**config.mk**
```make
export PLATFORM = sky130hd
export DESIGN_NAME = buttons_event_scheduler_flat
export DESIGN_NICKNAME = d
export VERILOG_FILES = /design/src/rtl/buttons_event_if.sv /design/src/rtl/buttons_event_scheduler.sv /design/src/flat_wrapper.sv
export SDC_FILE = /design/constraint.sdc
export NUM_CORES = 1
export LEC_CHECK = 0
export CAP_MARGIN = 20
export CELL_PAD_IN_SITES_DETAIL_PLACEMENT = 0
export CELL_PAD_IN_SITES_GLOBAL_PLACEMENT = 2
export CORE_ASPECT_RATIO = 2
export CORE_MARGIN = 5
export CORE_UTILIZATION = 42
export DETAILED_ROUTE_END_ITERATION = 16
export GPL_ROUTABILITY_DRIVEN = 1
export HOLD_SLACK_MARGIN = 0.08
export PLACE_DENSITY = 0.87
export SLEW_MARGIN = 10
export SYNTH_ARGS = -nofsm -noshare
export SYNTH_HDL_FRONTEND = slang
export SYNTH_SLANG_ARGS = --single-unit
export TNS_END_PERCENT = 1
```
**constraint.sdc**
```tcl
create_clock -name clk -period 4 [get_ports clk]
set_clock_uncertainty 0.1 [all_clocks]
set_input_delay 0.8 -clock clk [delete_from_list [all_inputs] [get_ports clk]]
set_output_delay 0.8 -clock clk [all_outputs]
set_load 0.05 [all_outputs]
```
**src/rtl/buttons_event_if.sv**
```systemverilog
// Button-event bus: debounced levels in, event FIFO head and status out.
interface buttons_event_if;
    logic [3:0] btn_levels;
    logic       event_valid;
    logic       event_ready;
    logic [3:0] event_code;
    logic [2:0] event_count;
    logic       overflow;
    logic       overflow_clr;

    // Event producer (the scheduler)
    modport master (
        input  btn_levels, event_ready, overflow_clr,
        output event_valid, event_code, event_count, overflow
    );

    // Event consumer (CPU/MMIO side)
    modport slave (
        output btn_levels, event_ready, overflow_clr,
        input  event_valid, event_code, event_count, overflow
    );
endinterface

```
**src/rtl/buttons_event_scheduler.sv**
```systemverilog
// Button event scheduler: per-button press/release/long/repeat FSMs feeding
// one-entry slots, a round-robin arbiter and an event FIFO drained by valid/ready.
module buttons_event_scheduler #(
    parameter int unsigned LONG_PRESS_TICKS = 50_000_000,
    parameter int unsigned REPEAT_TICKS     = 10_000_000,
    parameter int unsigned FIFO_DEPTH       = 4
) (
    input  logic            clk,
    input  logic            rst,
    buttons_event_if.master bus
);
    localparam int unsigned MAX_TICKS = (LONG_PRESS_TICKS > REPEAT_TICKS) ? LONG_PRESS_TICKS : REPEAT_TICKS;
    localparam int unsigned CNT_W     = $clog2(MAX_TICKS) + 1;
    localparam int unsigned PTR_W     = $clog2(FIFO_DEPTH);
    localparam int unsigned OCC_W     = PTR_W + 1;

    localparam logic [1:0] EV_PRESS   = 2'b00;
    localparam logic [1:0] EV_RELEASE = 2'b01;
    localparam logic [1:0] EV_LONG    = 2'b10;
    localparam logic [1:0] EV_REPEAT  = 2'b11;

    typedef enum logic [1:0] {RELEASED, PRESSED, HELD} btn_state_t;

    btn_state_t       state     [4];
    logic [CNT_W-1:0] cnt       [4];
    logic [3:0]       slot_full;
    logic [3:0]       slot_code [4];
    logic [1:0]       rr_ptr;
    logic [3:0]       fifo_mem  [FIFO_DEPTH];
    logic [PTR_W-1:0] wr_idx;
    logic [PTR_W-1:0] rd_idx;
    logic [OCC_W-1:0] occ;

    logic [3:0]       gen_c;
    logic [1:0]       gen_type_c [4];
    logic             pop_c;
    logic             accept_c;
    logic             grant_any_c;
    logic [1:0]       grant_idx_c;
    logic [3:0]       grant_c;
    logic [3:0]       push_code_c;
    logic             drop_c;
    logic [OCC_W-1:0] occ_next_c;
    logic [3:0]       head_next_c;

    // Event generation from each button FSM; release beats long/repeat
    always_comb begin
        for (int i = 0; i < 4; i++) begin
            gen_c[i]      = 1'b0;
            gen_type_c[i] = EV_PRESS;
            case (state[i])
                RELEASED: if (bus.btn_levels[i]) gen_c[i] = 1'b1;
                PRESSED: begin
                    if (!bus.btn_levels[i]) begin
                        gen_c[i] = 1'b1; gen_type_c[i] = EV_RELEASE;
                    end else if (cnt[i] == CNT_W'(LONG_PRESS_TICKS - 1)) begin
                        gen_c[i] = 1'b1; gen_type_c[i] = EV_LONG;
                    end
                end
                HELD: begin
                    if (!bus.btn_levels[i]) begin
                        gen_c[i] = 1'b1; gen_type_c[i] = EV_RELEASE;
                    end else if (cnt[i] == CNT_W'(REPEAT_TICKS - 1)) begin
                        gen_c[i] = 1'b1; gen_type_c[i] = EV_REPEAT;
                    end
                end
                default: ;
            endcase
        end
    end

    // Round-robin grant, FIFO push/pop bookkeeping and next head entry
    always_comb begin
        logic [1:0] idx;
        idx         = rr_ptr;
        pop_c       = bus.event_valid && bus.event_ready;
        accept_c    = (occ != OCC_W'(FIFO_DEPTH)) || pop_c;
        grant_any_c = 1'b0;
        grant_idx_c = rr_ptr;
        for (int k = 0; k < 4; k++) begin
            idx = rr_ptr + 2'(k);
            if (accept_c && !grant_any_c && slot_full[idx]) begin
                grant_any_c = 1'b1;
                grant_idx_c = idx;
            end
        end
        grant_c     = grant_any_c ? (4'b0001 << grant_idx_c) : 4'b0000;
        push_code_c = slot_code[grant_idx_c];
        drop_c      = |(gen_c & slot_full & ~grant_c);

        case ({grant_any_c, pop_c})
            2'b10:   occ_next_c = occ + OCC_W'(1);
            2'b01:   occ_next_c = occ - OCC_W'(1);
            default: occ_next_c = occ;
        endcase

        // Head must track the entry behind the popped one, or the bypassed push
        head_next_c = bus.event_code;
        if (pop_c) begin
            if (occ > OCC_W'(1))  head_next_c = fifo_mem[rd_idx + PTR_W'(1)];
            else if (grant_any_c) head_next_c = push_code_c;
            else                  head_next_c = 4'h0;
        end else if (occ == OCC_W'(0) && grant_any_c) begin
            head_next_c = push_code_c;
        end
    end

    // State: button FSMs, pending slots, arbiter pointer, FIFO and outputs
    always_ff @(posedge clk) begin
        if (rst) begin
            for (int i = 0; i < 4; i++) begin
                state[i]     <= RELEASED;
                cnt[i]       <= '0;
                slot_code[i] <= '0;
            end
            for (int j = 0; j < int'(FIFO_DEPTH); j++) fifo_mem[j] <= '0;
            slot_full       <= '0;
            rr_ptr          <= '0;
            wr_idx          <= '0;
            rd_idx          <= '0;
            occ             <= '0;
            bus.event_valid <= 1'b0;
            bus.event_code  <= '0;
            bus.event_count <= '0;
            bus.overflow    <= 1'b0;
        end else begin
            for (int i = 0; i < 4; i++) begin
                case (state[i])
                    RELEASED: if (bus.btn_levels[i]) begin
                        state[i] <= PRESSED;
                        cnt[i]   <= '0;
                    end
                    PRESSED: begin
                        if (!bus.btn_levels[i]) state[i] <= RELEASED;
                        else if (cnt[i] == CNT_W'(LONG_PRESS_TICKS - 1)) begin
                            state[i] <= HELD;
                            cnt[i]   <= '0;
                        end else cnt[i] <= cnt[i] + CNT_W'(1);
                    end
                    HELD: begin
                        if (!bus.btn_levels[i]) state[i] <= RELEASED;
                        else if (cnt[i] == CNT_W'(REPEAT_TICKS - 1)) cnt[i] <= '0;
                        else cnt[i] <= cnt[i] + CNT_W'(1);
                    end
                    default: state[i] <= RELEASED;
                endcase

                if (gen_c[i] && (!slot_full[i] || grant_c[i])) begin
                    slot_full[i] <= 1'b1;
                    slot_code[i] <= {gen_type_c[i], 2'(i)};
                end else if (grant_c[i]) begin
                    slot_full[i] <= 1'b0;
                end
            end

            if (drop_c)                bus.overflow <= 1'b1;
            else if (bus.overflow_clr) bus.overflow <= 1'b0;

            if (grant_any_c) begin
                rr_ptr           <= grant_idx_c + 2'd1;
                fifo_mem[wr_idx] <= push_code_c;
                wr_idx           <= wr_idx + PTR_W'(1);
            end
            if (pop_c) rd_idx <= rd_idx + PTR_W'(1);

            occ             <= occ_next_c;
            bus.event_count <= 3'(occ_next_c);
            bus.event_valid <= (occ_next_c != OCC_W'(0));
            bus.event_code  <= head_next_c;
        end
    end
endmodule
```
**src/flat_wrapper.sv**
```systemverilog
// flat-port wrapper written by rule: the top's interface ports become plain ports
module buttons_event_scheduler_flat 
#(
    parameter int unsigned LONG_PRESS_TICKS = 50_000_000,
    parameter int unsigned REPEAT_TICKS     = 10_000_000,
    parameter int unsigned FIFO_DEPTH       = 4
)
  (clk, rst, bus_btn_levels, bus_event_ready, bus_overflow_clr, bus_event_valid, bus_event_code, bus_event_count, bus_overflow);
  buttons_event_if bus_i ();
  input  logic clk;
  input  logic rst;
  input wire logic [$bits(bus_i.btn_levels)-1:0] bus_btn_levels;
  input wire logic [$bits(bus_i.event_ready)-1:0] bus_event_ready;
  input wire logic [$bits(bus_i.overflow_clr)-1:0] bus_overflow_clr;
  output wire logic [$bits(bus_i.event_valid)-1:0] bus_event_valid;
  output wire logic [$bits(bus_i.event_code)-1:0] bus_event_code;
  output wire logic [$bits(bus_i.event_count)-1:0] bus_event_count;
  output wire logic [$bits(bus_i.overflow)-1:0] bus_overflow;
  assign bus_i.btn_levels = bus_btn_levels;
  assign bus_i.event_ready = bus_event_ready;
  assign bus_i.overflow_clr = bus_overflow_clr;
  assign bus_event_valid = bus_i.event_valid;
  assign bus_event_code = bus_i.event_code;
  assign bus_event_count = bus_i.event_count;
  assign bus_overflow = bus_i.overflow;
  buttons_event_scheduler #(.LONG_PRESS_TICKS(LONG_PRESS_TICKS), .REPEAT_TICKS(REPEAT_TICKS), .FIFO_DEPTH(FIFO_DEPTH)) u_core (.clk(clk), .rst(rst), .bus(bus_i));
endmodule
```
# Word level (Yosys, flattened, before mapping)
# Memory sizes are Yosys's and may differ from the RTL's.
# Index checks and enable logic that the tools add are counted.
# W data, S select, Z words.
# op_classes
n_addsub	12
n_mul	0
n_div	0
order_cmp	5
eq_ne	19
shifts	1
mux	263
n_bitwise	47
reduce_logical	43
# op_table
cell	n
$mux W27	20
$mux W1	180
$add A27 B1 Y27 const B	4
$eq A27 B24 Y1 const B	4
$eq A27 B26 Y1 const B	4
$mux W2	40
$or A1 B1 Y1	44
$mux W4	10
$pmux W2 S2	4
$logic_and A1 B1 Y1	13
$lt A2 B3 Y1 const B	4
$pmux W1 S3	4
$reduce_bool A2 Y1	6
$reduce_or A3 Y1	4
$eq A2 B1 Y1 const B	5
$eq A2 B2 Y1 const B	5
$add A2 B1 Y2 const B	4
$and A4 B4 Y4	2
$bmux W1 S2	4
$logic_not A2 Y1	4
$reduce_or A4 Y1	2
$logic_not A1 Y1	7
$pmux W3 S2	1
$logic_or A1 B1 Y1	5
9 further kinds	10
# word_totals
regBits	19
latchBits	0
ram_bits	148
rom_bits	0
input_bits	8
n_memories	4
# mem_list
memory	words	word_bits	read_ports	rd_clocked_by_memory_dff	wr	line	rtl
u_core.cnt	4	27	4	0	4	buttons_event_scheduler.sv:25	logic [CNT_W-1:0] cnt [4];
u_core.fifo_mem	4	4	1	0	4	buttons_event_scheduler.sv:29	logic [3:0] fifo_mem [FIFO_DEPTH];
u_core.slot_code	4	4	1	0	4	buttons_event_scheduler.sv:27	logic [3:0] slot_code [4];
u_core.state	4	2	4	0	4	buttons_event_scheduler.sv:24	btn_state_t state [4];

# Longest topological paths before layout
# logic_depth
depth_word	24
depth_mapped	12

# Worst setup path after synthesis
# No wires, ideal clock.
# synth_path
path_kind	input -> register
start	input rst
end	memory u_core.cnt[0][54] (netlist name), enable pin
arrival_time_ps	2576
required_time_ps	3483
path_slack_ps	907
cell_stages	5
cell_sequence	clkbuf_1 > clkbuf_1 > clkbuf_1 > clkbuf_1 > o21bai_1
# synth_lines
item	line	rtl
start, declared	flat_wrapper.sv:11	input logic rst;
end, declared	buttons_event_scheduler.sv:25	

# Worst setup path in the final report
# layout_path
start	input bus_event_ready
end	register u_core.bus.event_valid
# layout_via
elab_chain_len	19
elab_cells_between_ends	20
classes_between	eq/ne: 2; mux: 5; reduce/logical: 13
# layout_lines
item	line	rtl
start, declared	flat_wrapper.sv:13	input wire logic [$bits(bus_i.event_ready)-1:0] bus_event_ready;
$logic_and A1 B1 Y1 (*)	buttons_event_scheduler.sv:76	pop_c = bus.event_valid && bus.event_ready;
$logic_or A1 B1 Y1 (*)	buttons_event_scheduler.sv:77	accept_c = (occ != OCC_W'(FIFO_DEPTH)) || pop_c;
$logic_and A1 B1 Y1	buttons_event_scheduler.sv:82	if (accept_c && !grant_any_c && slot_full[idx]) begin
$mux W1	buttons_event_scheduler.sv:82	
$logic_not A1 Y1	buttons_event_scheduler.sv:82	
$logic_and A1 B1 Y1 (2 in a row)	buttons_event_scheduler.sv:82	
$mux W1	buttons_event_scheduler.sv:82	
$logic_not A1 Y1	buttons_event_scheduler.sv:82	
$logic_and A1 B1 Y1 (2 in a row)	buttons_event_scheduler.sv:82	
$mux W1	buttons_event_scheduler.sv:82	
$logic_not A1 Y1	buttons_event_scheduler.sv:82	
$logic_and A1 B1 Y1 (2 in a row)	buttons_event_scheduler.sv:82	
$mux W1 (*)	buttons_event_scheduler.sv:82	
net u_core.grant_any_c	buttons_event_scheduler.sv:38	logic grant_any_c;
$eq A2 B1 Y1 / $eq A2 B2 Y1 (equally long branches)	buttons_event_scheduler.sv:91	case ({grant_any_c, pop_c})
$pmux W3 S2 (*)	buttons_event_scheduler.sv:91	
$reduce_bool A3 Y1 (*)	buttons_event_scheduler.sv:168	bus.event_valid <= (occ_next_c != OCC_W'(0));
end signal, assigned	buttons_event_scheduler.sv:168	
end, declared	buttons_event_if.sv:14	output event_valid, event_code, event_count, overflow
# Mark *: on every way through the listed nets, which the timed path passes. The rest lies on a longest branch.
# A chain may end at the register's enable or synchronous reset.

==> flow_metrics.py <==
metrics = {
    "run_status": {
        "outcome": "finished clean",
    },
    "drt": {
        "wl_per_cell_um": 15.9,
        "vias_per_cell": 5.45,
        "vias": 6673,
        "firstDrtPassIters": 6,
        "drtIter0Drc": 338,
        "drt-total-wl_um": 19500,
        "ant_nets": 0,
        "drcViolationCount": 0,
    },
    "cells_and_area": {
        "drive_gt1_frac": 0.0738,
        "finalNetCount": 974,
        "n_fill_cell": 2140,
        "diodes": 0,
        "final_common_cell": "nor2_1",
        "stdcell_count": 1224,
        "final_cell_mix": "nor2_1 (168), edfxtp_1 (141), xor2_1 (69), nand2_1 (62), nand3_1 (56)",
        "area_growth_syn_to_layout_pct": 11.0,
    },
    "job": {
        "drv_cap": 0,
    },
    "global_route": {
        "grt_start_max_net_pins": 29,
        "grt.total_usage": 0.163,
        "grt_pass1_vias": 6772,
        "antenna_found_initial": 0,
        "grt_pass1_wl_um": 32700,
        "overflow": 0,
    },
    "floorplan": {
        "die-area_um2": 25400,
        "die_w_um": 115,
        "coreArea_um2": 22000,
        "fp.dieH_um": 221,
        "io_pins": 17,
        "rows": 77,
        "start_util": 0.424,
    },
    "placed_design": {
        "dpl.hpwl_um": 14100,
        "place.gp.congestion": 0.807,
        "dp.cells": 1192,
        "io_buffers": 16,
    },
    "clock_network": {
        "clk_latency_ns": 0.44,
        "cts_tree": "yes",
        "clock-sinks": 162,
        "cts_buffer_depth": 2,
        "hold_buffers": 0,
        "root_buffer": "clkbuf_16",
        "cts.repair.resized": 0,
        "path_clk_slew_ns": 0.06,
        "numCtsBuffers": 17,
        "htree_num_levels": 4,
        "cts_setup_buffers": 0,
    },
    "worst_setup_path": {
        "critPathRequiredTime_ns": 4.22,
        "critPathArrivalTime_ns": 3.23,
        "start_kind": "input port",
        "path_class": "input port to flip-flop",
        "path_max_fanout": 10,
        "reg2reg_slack_ns": 1.24,
        "reg2reg_depth": 7,
        "rr_endpoint": "u_core.slot_code[2][3]$_DFFE_PP_",
        "endpoint_kind": "flip-flop",
        "crit-reg2reg-launch": "u_core.cnt[0][65]$_SDFFCE_PN0P_",
    },
    "worst_hold_path": {
        "hp-class": "flip-flop to flip-flop",
        "min_from": "u_core.slot_code[1][0]$_SDFFE_PP1P_",
        "hold_depth": 2,
        "min_to": "u_core.slot_code[1][0]$_SDFFE_PP1P_",
    },
    "logic_synthesis": {
        "yosysWarnings": 0,
        "synth.avg_cell_area_um2": 10.1,
        "synth-edff-count": 141,
        "ys_seq_area_frac": 0.500,
        "syn_inst": 921,
        "ys_ff_latch": 162,
        "synthFlopType": "edfxtp_1",
        "async_flop_share": 0,
        "synth_nets": 960,
        "synth_area_um2": 9320,
        "synth_cell_types": 73,
    },
    "timing": {
        "tightest_slew_ns": 0.880,
        "rsz0062_at_grt": "false",
        "slew_violations": 0,
        "slew_headroom": 0.414,
        "finalHoldWorstSlack_ns": 0.367,
        "report.final.setup_viol": 0,
        "fmax_ghz": 0.332,
        "period_share": 0.752,
        "finalSetupTns_ns": 0,
        "finalHoldViolCount": 0,
        "period_needed_ns": 3.01,
    },
    "power_and_ir_drop": {
        "p_per_area_nw_per_um2": 505,
        "ir_drop_uv": 340,
        "power.leakage_nw": 3.58,
    },
}
==> area by class of cell <==
cell class | count | area [um2] | share of cell area
Clock buffer | 29 | 553 | 0.0535
Clock inverter | 3 | 16.3 | 0.00157
Inverter | 36 | 135 | 0.0131
Multi-Input combinational cell | 692 | 4400 | 0.426
Sequential cell | 162 | 4650 | 0.450
Tap cell | 276 | 345 | 0.0334
Timing Repair Buffer | 26 | 230 | 0.0223
==> power by group <==
part	internal, mW	switching [mW]
clock	0.934	0.642
sequential	2.14	0.282
combinational	0.487	0.738
total	3.56	1.66
==> flip-flops by register name (all words and copies together) (netlist names) <==
register	flops
u_core.bus.overflow	1
u_core.rd_idx	2
u_core.wr_idx	2
u_core.slot_full	4
u_core.state	8
u_core.slot_code	11
u_core.cnt	108
u_core.bus.event_valid	1
u_core.fifo_mem	16
u_core.rr_ptr	2
u_core.bus.event_code	4
u_core.bus.event_count	3
==> through the flow <==
stage / cell area, um2 / util / power, mW / setup WS, ns
finish: 10300 / 0.471 / 5.22 / 0.992
global route: 10300 / 0.471 / 5.52 / 0.824
CTS: 10300 / 0.471 / 5.30 / 1.01
detailed placement: 9770 / 0.445 / 3.69 / 0.520
global placement: 9770 / 0.445 / 3.68 / 0.552
floorplan: 9320 / - / 3.32 / 0.907
==> synthesized netlist by cell type, types with 3 or more instances <==
| library cell | instances | area share |
|---|---|---|
| or2_2 | 9 | 0.0060 |
| nor4bb_1 | 4 | 0.0043 |
| o21ai_0 | 13 | 0.0070 |
| and4_1 | 9 | 0.0085 |
| edfxtp_1 | 141 | 0.45 |
| o21bai_1 | 5 | 0.0040 |
| a21oi_1 | 30 | 0.016 |
| o31ai_1 | 4 | 0.0032 |
| clkbuf_1 | 21 | 0.0085 |
| nand3_1 | 56 | 0.030 |
| or3_1 | 11 | 0.0074 |
| mux4_2 | 4 | 0.0097 |
| and3_1 | 18 | 0.012 |
| o211ai_1 | 5 | 0.0040 |
| dfxtp_1 | 21 | 0.045 |
| a211o_1 | 5 | 0.0047 |
| xor2_1 | 69 | 0.065 |
| nor3_1 | 25 | 0.013 |
| mux2i_1 | 6 | 0.0064 |
| nor4_1 | 10 | 0.0067 |
| nor2b_1 | 10 | 0.0067 |
| inv_1 | 36 | 0.015 |
| ha_1 | 31 | 0.042 |
| nand2_1 | 62 | 0.025 |
| xnor2_1 | 30 | 0.028 |
| a21boi_0 | 3 | 0.0024 |
| buf_2 | 8 | 0.0043 |
| nand2b_1 | 14 | 0.0094 |
| nand4_1 | 27 | 0.018 |
| nor3b_1 | 4 | 0.0032 |
| nor4b_1 | 5 | 0.0047 |
| a211oi_1 | 4 | 0.0032 |
| nor2_1 | 168 | 0.068 |
==> how the worst max path moves through the flow <==
| stage | from | endpoint | slack [ns] |
|---|---|---|---|
| floorplan | rst | u_core.cnt[0][54]$_SDFFCE_PN0P_ | 0.91 |
| global route | bus_event_ready | u_core.slot_code[2][3]$_DFFE_PP_ | 0.82 |
| finish | bus_event_ready | u_core.bus.event_valid$_SDFF_PP0_ | 0.99 |
| detailed placement | bus_event_ready | u_core.bus.event_valid$_SDFF_PP0_ | 0.52 |
| global placement | bus_event_ready | u_core.bus.event_valid$_SDFF_PP0_ | 0.55 |
| CTS | bus_event_ready | u_core.bus.event_valid$_SDFF_PP0_ | 1.01 |
==> metal layers <==
metal  routed length, um  vias up  global-route usage
li1                    -     3335                   -
met1                7610     3243               0.172
met2               11100       76               0.309
met3                 449       19              0.0389
met4                 316        0              0.0556
met5                   0        -                   0
==> cell families after synthesis <==
family	after synthesis	share of synthesized area
AND/OR/NAND/NOR	456	0.251
multiplexers	12	0.0185
adder cells (fa/ha/maj)	31	0.0416
XOR/XNOR	99	0.0931
AO/OA/AOI/OAI	94	0.0684
flip-flops	162	0.500
buffers and inverters	67	0.0282
==> critical path, cell delays in order <==
cell and delay (ns):
clkdlybuf4s50_1 0.40, nand2_1 0.19, and3_1 0.36, or2_2 0.29
inv_1 0.15, ha_1 0.28, a22o_1 0.21, a21oi_1 0.16
a311oi_1 0.08, or3_1 0.32
No activity file was read; power rests on OpenSTA's default activity.
